[config.mk]
export PLATFORM = sky130hd
export DESIGN_NAME = mul_seq
export DESIGN_NICKNAME = d
export VERILOG_FILES = /design/src/rtl/mul_pkg.sv /design/src/rtl/mul_seq.sv
export SDC_FILE = /design/constraint.sdc
export NUM_CORES = 1
export LEC_CHECK = 0
export BUFFER_PORTS_ARGS = -buffer_cell sky130_fd_sc_hd__buf_2
export CAP_MARGIN = 20
export CORE_MARGIN = 2
export CORE_UTILIZATION = 39
export CTS_CLUSTER_SIZE = 14
export DETAILED_ROUTE_END_ITERATION = 7
export PLACE_DENSITY = 0.67
export REMOVE_ABC_BUFFERS = 1
export SYNTH_ARGS = -nofsm -noshare
export SYNTH_HDL_FRONTEND = slang
export SYNTH_SLANG_ARGS = --single-unit
[constraint.sdc]
create_clock -name clk -period 15.21 [get_ports clk]
set_input_delay 2.2815 -clock clk [delete_from_list [all_inputs] [get_ports clk]]
set_output_delay 2.2815 -clock clk [all_outputs]
set_load 0.02 [all_outputs]
[src/rtl/mul_pkg.sv]
// Shared encodings for the sequential multiplier: MulType select codes, FSM states and
// the operation decode used by mul_seq and by downstream decode logic.
package mul_pkg;

    localparam logic [1:0] MulTypeMul   = 2'b00;
    localparam logic [1:0] MulTypeUmull = 2'b01;
    localparam logic [1:0] MulTypeSmull = 2'b10;

    localparam logic [1:0] StIdle = 2'b00;
    localparam logic [1:0] StBusy = 2'b01;
    localparam logic [1:0] StDone = 2'b10;

    typedef enum logic [1:0] {
        OpMul,
        OpUmull,
        OpSmull
    } mul_op_e;

    // The reserved encoding behaves as a plain low-word multiply.
    function automatic mul_op_e mul_op_decode(input logic [1:0] mul_type);
        case (mul_type)
            MulTypeUmull: return OpUmull;
            MulTypeSmull: return OpSmull;
            default:      return OpMul;
        endcase
    endfunction

endpackage

[src/rtl/mul_seq.sv]
// Sequential radix-2 shift-add multiplier: MUL / UMULL / SMULL, one iteration per cycle,
// with registered results and {N,Z} flags held until the next completion.
module mul_seq
    import mul_pkg::*;
#(
    parameter int unsigned WIDTH = 32
) (
    input  logic             clk,
    input  logic             reset,
    input  logic             Start,
    input  logic [1:0]       MulType,
    input  logic [WIDTH-1:0] SrcA,
    input  logic [WIDTH-1:0] SrcB,
    output logic             Busy,
    output logic             Done,
    output logic [WIDTH-1:0] ResultLo,
    output logic [WIDTH-1:0] ResultHi,
    output logic [1:0]       MulFlags
);

    localparam int unsigned     CntW    = $clog2(WIDTH) + 1;
    localparam logic [CntW-1:0] CntLast = CntW'(WIDTH);

    logic [1:0]         r_state;
    logic [CntW-1:0]    r_cnt;
    mul_op_e            r_op;
    logic               r_neg;
    logic [WIDTH-1:0]   r_mcand;
    logic [2*WIDTH-1:0] r_prod;
    logic [WIDTH-1:0]   r_res_lo;
    logic [WIDTH-1:0]   r_res_hi;
    logic [1:0]         r_flags;

    mul_op_e            w_op_in;
    logic               w_a_neg;
    logic               w_b_neg;
    logic [WIDTH-1:0]   w_a_mag;
    logic [WIDTH-1:0]   w_b_mag;
    logic [WIDTH-1:0]   w_addend;
    logic [WIDTH:0]     w_sum;
    logic [2*WIDTH-1:0] w_fixed;
    logic [WIDTH-1:0]   w_lo;
    logic [WIDTH-1:0]   w_hi;
    logic               w_n;
    logic               w_z;

    // Magnitudes fit in WIDTH bits unsigned, so the most-negative operand needs no extra bit.
    always_comb begin
        w_op_in = mul_op_decode(MulType);
        w_a_neg = (w_op_in == OpSmull) && SrcA[WIDTH-1];
        w_b_neg = (w_op_in == OpSmull) && SrcB[WIDTH-1];
        w_a_mag = w_a_neg ? -SrcA : SrcA;
        w_b_mag = w_b_neg ? -SrcB : SrcB;
    end

    // Upper half accumulates; multiplier bits shift out of the lower half.
    always_comb begin
        w_addend = r_prod[0] ? r_mcand : '0;
        w_sum    = {1'b0, r_prod[2*WIDTH-1:WIDTH]} + {1'b0, w_addend};
    end

    always_comb begin
        w_fixed = r_neg ? -r_prod : r_prod;
        w_lo    = w_fixed[WIDTH-1:0];
        w_hi    = (r_op == OpMul) ? '0 : w_fixed[2*WIDTH-1:WIDTH];
        w_n     = (r_op == OpMul) ? w_lo[WIDTH-1] : w_hi[WIDTH-1];
        w_z     = (w_lo == '0) && (w_hi == '0);
    end

    always_ff @(posedge clk or posedge reset) begin
        if (reset) begin
            r_state  <= StIdle;
            r_cnt    <= '0;
            r_op     <= OpMul;
            r_neg    <= 1'b0;
            r_mcand  <= '0;
            r_prod   <= '0;
            r_res_lo <= '0;
            r_res_hi <= '0;
            r_flags  <= '0;
        end else begin
            case (r_state)
                StIdle: begin
                    if (Start) begin
                        r_state <= StBusy;
                        r_cnt   <= '0;
                        r_op    <= w_op_in;
                        r_neg   <= w_a_neg ^ w_b_neg;
                        r_mcand <= w_a_mag;
                        r_prod  <= {{WIDTH{1'b0}}, w_b_mag};
                    end
                end
                StBusy: begin
                    if (r_cnt == CntLast) begin
                        r_state  <= StDone;
                        r_res_lo <= w_lo;
                        r_res_hi <= w_hi;
                        r_flags  <= {w_n, w_z};
                    end else begin
                        r_prod <= {w_sum, r_prod[WIDTH-1:1]};
                        r_cnt  <= r_cnt + 1'b1;
                    end
                end
                StDone: begin
                    r_state <= StIdle;
                end
                default: begin
                    r_state <= StIdle;
                end
            endcase
        end
    end

    assign Busy     = (r_state == StBusy) || (r_state == StDone);
    assign Done     = (r_state == StDone);
    assign ResultLo = r_res_lo;
    assign ResultHi = r_res_hi;
    assign MulFlags = r_flags;

endmodule
-- After elaboration in Yosys (flattened, before gate mapping)
Index checks and enable logic that the tools add are counted.
Widths: inputs -> output; s select.
- equality and inequality tests: 9
- reduce and logical (&&, ||, !) cells: 13
- muxes and demuxes: 16
- add/sub/neg operators: 5
- bitwise operators: 1
- operators by type and width (operator ; number):
    $mux 64 ; 3
    $mux 32 ; 4
    $pmux 64 s2 ; 1
    $logic_not 32->1 ; 2
    $neg 32->32 ; 2
    $neg 64->64 ; 1
    $add 32x32->33 ; 1
    $mux 6 ; 2
    $pmux 6 s2 ; 1
    $pmux 2 s2 ; 2
    $add 6x1->6 const B ; 1
    $eq 2x2->1 const B ; 3
    $eq 6x6->1 const B ; 1
    $ne 2x2->1 const B ; 3
    $reduce_and 2->1 ; 3
    $eq 2x1->1 const B ; 2
    $logic_not 2->1 ; 2
    $mux 2 ; 2
    $logic_and 1x1->1 ; 3
    $reduce_and 3->1 ; 1
    $reduce_bool 2->1 ; 1
    $logic_or 1x1->1 ; 1
    $mux 1 ; 1
    $xor 1x1->1 ; 1
- logic and storage cells: 53
- register bits after elaboration: 173
- input port bits: 69

-- Longest topological paths before layout
Gate-level depths: netlist of run 1.
- word-level depth: 7
- depth in mapped cells: 15

-- Worst setup path after synthesis of run 1
OpenSTA, ideal clock, no wires.
- path type: input to register
- start point: input port SrcB[9]
- end point: register r_prod[30]
- setup time: 0.133 ns
- buffers on the path: 0
- arrival: 4.647 ns
- required time: 15.077 ns
- cell stages on the path: 9
- path slack: 10.430 ns
- cell sequence: or4_1 or3_1 nor3_1 nand2_1 o41ai_1 o21ai_0 a21oi_1 xor2_1 o21ai_0
- longest elaborated chain between the ends: 4
- RTL lines (what ; RTL line ; RTL):
    start: declaration ; mul_seq.sv:13 ; input logic [WIDTH-1:0] SrcB,
    $neg 32->32 ; mul_seq.sv:53 ; w_b_mag = w_b_neg ? -SrcB : SrcB;
    $mux 32 ; mul_seq.sv:53 ;
    $mux 64 ; mul_seq.sv:84 ; if (Start) begin
    $pmux 64 s2 ; mul_seq.sv:82 ; case (r_state)
    end signal: assignment ; mul_seq.sv:90 ; r_prod <= {{WIDTH{1'b0}}, w_b_mag};
    end signal: assignment ; mul_seq.sv:100 ; r_prod <= {w_sum, r_prod[WIDTH-1:1]};
    end: declaration ; mul_seq.sv:29 ; logic [2*WIDTH-1:0] r_prod;
No other way between the ends. The select of a mux whose other input is x is not followed.
A chain may end at the register's enable or synchronous reset.

-- Worst setup path in the final report of run 1
- start point: input port SrcB[7]
- end point: register r_prod[30]
The elaborated chain is that of the path after synthesis.

==> summary.md, run 1 <==
| Metric | Value |
|---|---|
| CORE AREA | a little under 30000 um2 |
| CTS tree | done |
| Fmax | slightly above 200 MHz |
| Count of port buffers added during placement | 136 |
| Bufs on Longest Clock Path | 2 |
| Max H-tree Level | 4 |
| Largest net degree at the start of global routing | 94 |
| Post-synth ARST share | 100% |
| Crit path kind | in2reg |
| Initial antenna violation count | 2 |
| Gr usage total | 20.3% |
| Critical Path RT | 15.49 ns |
| Synthesized area | around 12000 um2 |
| Slowest-stage cell, CP | or4_1 |
| Status | finished, final reports clean |
| CP Launch Type | primary input |
| Final period utilization | 32.2% |
| Post-cts repair resize count | 0 |
| Max-slew violations | 0 |
| Die area | 31200 um2 |
| Worst hold slack | 0.473 ns |
| Post-route ant nets | 0 |
| Most frequent CP cell | o21ai_0 |
| Number of synthesized register bits | 173 |
| Via count | approximately 10000 |
| Setup crit start | SrcB[7] |
| RSZ-0062 raised after global routing | false |
| DRT Wirelength | 31300 um |
| Row cnt | 63 |
| First-pass GRT wire length | 51200 um |
| Post-CTS Hold Buffers | 0 |
| Cell taking the most area after synthesis | dfrtp_1 |
| Post-synth EDFFs | 0 |
| Max-slew headroom | approximately 34% |
| Dominant cells by area after synthesis | dfrtp_1 (37%), o21ai_0 (7.9%), xor2_1 (7.2%), nand2_1 (6.3%), ha_1 (4.5%) |
| Post-CTS setup buffers | 0 |
| Power Total | approximately 2.2 mW |
| Clock slew at reported path FFs | 0.07 ns |
| DRT iter0 DRCs | a little under 800 |
| Initial core utilization | 39.5% |
| Worst Min Path Start | ResultLo[28] |
| Worst min path class | reg2reg |
| Area growth from synthesis to final layout | 14.0% |
| Root cell of the clock tree | clkbuf_16 |
| Yosys top cell area share | 37.2% |
| Yosys cell types | 77 |
| Final hold violations | 0 |
| Fin crit period | 4.90 ns |
| Post-synthesis sequential area ratio | 37.2% |
| Post-Syn Instances | 1364 |
| Maxcap violations | 0 |
| Total gr overflow | 0 |
| CP Capture Type | register |
| CP cell instances | buf_2 > or4_1 > or3_1 > nor3_1 > nand2_1 > o41ai_1 > o21ai_0 > a21oi_1 > xor2_1 > o21ai_0 |
| Least-Margin Pin Slew | 0.993 ns |
| Switching Fraction | a little over two fifths |
| CP Data Arrival Time | approximately 5.2 ns |
| Commonest cells in the netlist | nand2_1 (194), o21ai_0 (183), dfrtp_1 (173) |
| I/O Pins | 137 |
| Most common cell in the netlist | nand2_1 |
| Ys flop type | dfrtp_1 |
| Cell area power density | 168 nW/um2 |
| Height of the die | between 150 and 200 um |
| Number of global-route vias before repair | 9883 |
| Comb pwr share | between 40 and 50% |
| Worst-path fanout max | 4 |
| Ys Warns | 0 |
| Pint | 1.26 mW |
| Reg power frac | 34.4% |
| Syn Area/Cell | 8.53 um2 |
| Setup tns final | 0 ns |
| Nets | roughly 1600 |
| Clock power share | 21.8% |
| TritonCTS buffer count | 17 |
| Slowest cell delay on critical path | roughly 0.54 ns |
| Detailed Routing Iterations Pass 1 | 6 |
| Share of layout cells above drive strength 1 | 14.4% |
| Worst skew pair latency | ~0.44 ns |
| Die width | 177 um |
| # setup viols final | 0 |
| Worst R2R Start | r_prod[12] |
| Core Util, Final | 45.0% |
| Skew final | 0.00819 ns |
| DR DRC count | 0 |
| Final HPWL DP | 23300 um |
| Placed Area | about 13000 um2 |
| Peak supply drop | 0.0000821 V |
| Design area | 13300 um2 |
| RePlAce Congestion | 0.896 |
| Per-cell routed wire length | 17.0 um |
| Leakage | between 5 and 6 nW |
| Avg Vias per Cell | 5.57 |
| Clock sinks | 173 |
| NetSw | 0.966 mW |
-- metal layers --
metal / GRT usage (%) / vias to the layer above / wire, um
met3: 2.81 / 48 / 1460
li1: - / 5067 / -
met1: 28.8 / 4891 / 15000
met5: 0 / - / 0
met4: 7.47 / 0 / 685
met2: 31.5 / 284 / 14200
-- logic make-up after synthesis --
| family | synth area share [%] |
|---|---|
| flops | 37.2 |
| simple gates | 19.1 |
| mux | 1.38 |
| buf+inv | 3.90 |
| fa+ha+maj | 4.69 |
| xor+xnor | 11.4 |
| compound gates | 22.3 |
-- power groups by stage --
stage / combinational (mW) / sequential [mW] / clock, mW
2_1_floorplan: 0.718 / 0.721 / 0
3_3_place_gp: 0.947 / 0.761 / 0
3_5_place_dp: 0.964 / 0.767 / 0
4_1_cts: 0.970 / 0.759 / 0.496
5_1_grt: 1.09 / 0.786 / 0.514
6_report: 0.975 / 0.765 / 0.487
-- final timing paths --
check	end	slack (ns)	cells past startpoint
worst min-delay path	ResultLo[28]	0.47	2
min in group asynchronous	ResultHi[7]	2.01	2
worst max register to register	MulFlags[0]	10.86	9
worst min register to register	ResultLo[28]	0.47	2
worst max-delay path	r_prod[30]	10.31	10
max in group asynchronous	ResultLo[11]	12.11	4
-- through the flow --
| step | instances | setup WS, ns |
|---|---|---|
| finish | 1849 | 10.31 |
| floorplan | 1278 | 8.24 |
| CTS | 1846 | 10.35 |
| global route | 1849 | 10.10 |
| detailed placement | 1814 | 9.89 |
| global placement | 1814 | 9.99 |
-- worst max-delay path, delay by kind of cell --
family | cells | cell delay [ns]
AO/OA/AOI/OAI | 4 | 1.17
XOR/XNOR | 1 | 0.17
buffers and inverters | 1 | 0.12
AND/OR/NAND/NOR | 4 | 1.43
-- placed cells by master (no fill, tap or decap), types with 5 or more instances in the layout --
cell type and instances:
buf_4 10, clkbuf_16 17, o21a_1 9, a22oi_1 31, or2_2 8, nand2_1 194, buf_2 136, o41ai_1 18
nor3_1 25, nand4_1 10, dfrtp_1 172, o21ai_0 182, xnor2_1 55, a31oi_1 11, a21oi_1 52, nor2_1 61
and2_1 35, or3_1 16, a22o_1 5, or4_1 17, nor2b_1 8, xor2_1 96, nand3_1 19, o31ai_1 40
bufinv_16 5, a21o_1 14, nand2b_1 10, ha_1 42, mux2_2 8, mux2i_1 7, nor4_1 15, inv_1 32
-- state kept, by name, summed over array words and instances (netlist names) --
name / count
r_cnt: 6
r_state: 2
r_prod: 64
ResultLo: 32
ResultHi: 32
r_neg: 1
r_op: 2
r_mcand: 32
MulFlags: 2
-- cell type report --
| class | instances | area, um2 |
|---|---|---|
| clock inverter | 13 | 214 |
| antenna | 2 | 5.00 |
| timing repair buffer | 147 | 783 |
| inverter | 33 | 129 |
| multi-input combinational | 1072 | 6880 |
| tap | 390 | 488 |
| fill | 2960 | 16200 |
| sequential | 173 | 4330 |
| clock buffer | 19 | 433 |
No activity file was read; power rests on OpenSTA's default activity.
==> inputs of run 2 (changes only) <==
--- a/config.mk
+++ b/config.mk
@@ -5,6 +5,7 @@
 export SDC_FILE = /design/constraint.sdc
 export NUM_CORES = 1
 export LEC_CHECK = 0
+export ABC_AREA = 1
 export BUFFER_PORTS_ARGS = -buffer_cell sky130_fd_sc_hd__buf_2
 export CAP_MARGIN = 20
 export CORE_MARGIN = 2
==> constraint.sdc (replaced) <==
create_clock -name clk -period 5.1 [get_ports clk]
set_input_delay 0.765 -clock clk [delete_from_list [all_inputs] [get_ports clk]]
set_output_delay 0.765 -clock clk [all_outputs]
set_load 0.02 [all_outputs]
==> summary.md, run 2 <==
| Metric | Value |
|---|---|
| Status | finished, final reports clean |
| Final hold violations | 0 |
| Number of synthesized register bits | 173 |
| Power Total | 8.50 mW |
| Area growth from synthesis to final layout | 13.1% |
| Die width | 186 um |
| Root cell of the clock tree | clkbuf_16 |
| Clock slew at reported path FFs | approximately 0.070 ns |
| Design area | 14600 um2 |
| Post-CTS Hold Buffers | 0 |
| Peak supply drop | 0.000274 V |
| CP Launch Type | register |
| CP delay by family, top | compound AO/OA/AOI/OAI gates |
| Gr usage total | 24.7% |
| Dominant cells by area after synthesis | dfrtp_1 (34%), nand2_1 (15%), nor2_1 (7.4%), nand3_1 (6.1%), inv_1 (5.9%) |
| CP Data Arrival Time | 3.89 ns |
| Seq. cell area | 4330 um2 |
| Clock sinks | 173 |
| Commonest cells in the netlist | nand2_1 (516), nor2_1 (254), inv_1 (204) |
| Final period utilization | 70.2% |
| Final HPWL DP | 32700 um |
| Synthesized area | 12900 um2 |
| Ant diodes | 0 |
| Least-Margin Pin Slew | 1.07 ns |
| Share of layout cells above drive strength 1 | 13.7% |
| Post-synth EDFFs | 0 |
| Nets | 2151 |
| Worst-path fanout max | 35 |
| Post-Place Cells | 2462 |
| Maxcap violations | 0 |
| Post-cts repair resize count | 0 |
| RePlAce Congestion | 0.920 |
| I/O Pins | 137 |
| First-pass GRT wire length | 66500 um |
| # fillers | 3438 |
| DR DRC count | 0 |
| Row cnt | 66 |
| Count of port buffers added during placement | 136 |
| CORE AREA | 32500 um2 |
| Yosys top cell area share | about a third |
| TritonCTS buffer count | 17 |
| Ys Warns | 0 |
| Setup WS post-layout | 1.52 ns |
| Final non-filler cell total | around 2500 |
| Worst Min Path Start | ResultHi[21] |
| Post-Syn Instances | around 1900 |
| Largest net degree at the start of global routing | 96 |
| Fmax | 279 MHz |
| Post-synthesis sequential area ratio | between 30% and 40% |
| Die area | 34600 um2 |
| RSZ-0062 raised after global routing | false |
| Cell area power density | 582 nW/um2 |
| Cell taking the most area after synthesis | dfrtp_1 |
| Area of the multi-input gates | 7500 um2 |
| Yosys cell types | 49 |
| Height of the die | 186 um |
| Post-CTS setup buffers | 0 |
| Per-cell routed wire length | 16.7 um |
| Crit path kind | reg2reg |
| Setup crit start | r_prod[0] |
| CP cell instances | nand2_1 > inv_1 > ha_1 > inv_1 > fa_1 > inv_1 > nand2_1 > o21ai_0 > a21oi_1 > o21ai_0 > nand4_1 > o211ai_1 > a21oi_1 > o21ai_0 > o21ai_1 |
| Dpl ws | 1.60 ns |
| Most frequent cells in the layout | nand2_1 (515), nor2_1 (254), inv_1 (203) |
| Max-slew violations | 0 |
| Initial core utilization | 39.7% |
| Max-slew headroom | between 20 and 30% |
| Initial antenna violation count | 0 |
| Worst skew pair latency | around 0.45 ns |
| Detailed Routing Iterations Pass 1 | 5 |
| Fin crit period | roughly 3.6 ns |
| Worst R2R Start | r_prod[0] |
| Total gr overflow | 0 |
| Bufs on Longest Clock Path | 2 |
| Placed Area | between 10000 and 15000 um2 |
| Syn Area/Cell | 6.68 um2 |
| Ys flop type | dfrtp_1 |
| DRT Wirelength | ~42000 um |
| Biggest register | r_prod |
| Slowest cell delay on critical path | roughly 1.0 ns |
| Worst hold slack | 0.481 ns |
| Skew final | 0.0195 ns |
| Post-route ant nets | 0 |
| Largest register FFs | 64 |
| CTS tree | done |
| CP Capture Type | register |
| Critical Path RT | between 5 and 6 ns |
| Leakage | 7.26 nW |
| Max H-tree Level | 4 |
| Via count | 13100 |
| Most common cell after layout, fill and taps aside | nand2_1 |
| Post-synth ARST share | 100% |
| Slowest-stage cell, CP | dfrtp_1 |
| Avg Vias per Cell | 5.26 |
| Most common cell in the netlist | nand2_1 |
| Number of global-route vias before repair | around 12000 |
| Worst min path class | reg2reg |
| Buf/Inv on CP | 3 |
| DRT iter0 DRCs | 982 |
| # setup viols final | 0 |
==> run 2: cell count changes in the layout (fill, tap and decap cells not counted), sizes merged, moves of 34 or more <==
cell / change
o21ai: -36
xnor2: -40
xor2: -63
o31ai: -39
inv: +195
and2: -34
nor2: +228
nand3: +147
nand2: +343
==> run 2: layer usage <==
layer	vias up	wire, um	track usage, %
li1	6546	-	-
met1	6038	20500	37.7
met2	496	17200	36.6
met3	45	3190	3.58
met4	0	720	5.92
met5	-	0	0
==> run 2: worst paths after layout <==
kind	to	slack [ns]	cells past startpoint
worst max-delay path	r_prod[57]	1.52	15
worst min-delay path	ResultHi[21]	0.48	2
worst max register to register	r_prod[57]	1.52	15
worst min register to register	ResultHi[21]	0.48	2
max in group asynchronous	ResultLo[29]	3.47	3
min in group asynchronous	ResultHi[27]	0.49	2
==> run 2: layout make-up <==
cell class	count	share of cell area (%)
Timing Repair Buffer	148	5.28
Clock inverter	12	1.05
Inverter	225	5.82
Sequential cell	173	29.7
Tap cell	442	3.79
Multi-Input combinational cell	1474	51.4
Clock buffer	19	3.03
==> run 2: metrics by stage <==
| step | TNS [ns] | util [%] |
|---|---|---|
| 2_1_floorplan | -78.64 | - |
| 3_3_place_gp | 0 | 43.0 |
| 3_5_place_dp | 0 | 43.0 |
| 4_1_cts | 0 | 44.9 |
| 5_1_grt | 0 | 44.9 |
| 6_report | 0 | 44.9 |
==> run 2: kinds of logic (layout without fill, tap and decap cells) <==
family | count (synthesis) | in the layout | share of synthesized area [%]
and+or+nand+nor | 1051 | 1051 | 35.7
AOI/OAI and AO/OA | 332 | 332 | 14.7
buffers and inverters | 285 | 404 | 8.52
DFF | 173 | 173 | 33.5
xor gates and xnor gates | 48 | 48 | 3.31
adders and majority gates | 43 | 43 | 4.22
==> run 2: report_power, final <==
group          total, mW  internal (mW)  leakage (nW)  switching (mW)
sequential          2.52           1.92          2.27           0.594
clock               1.39          0.752         0.291           0.638
combinational       4.59           1.47          4.70            3.13
==> run 2: tightest hold or removal path, cell delays in order (launching register included) <==
cell and delay, ns:
dfrtp_1 0.34, nand2_1 0.05, o21ai_0 0.06
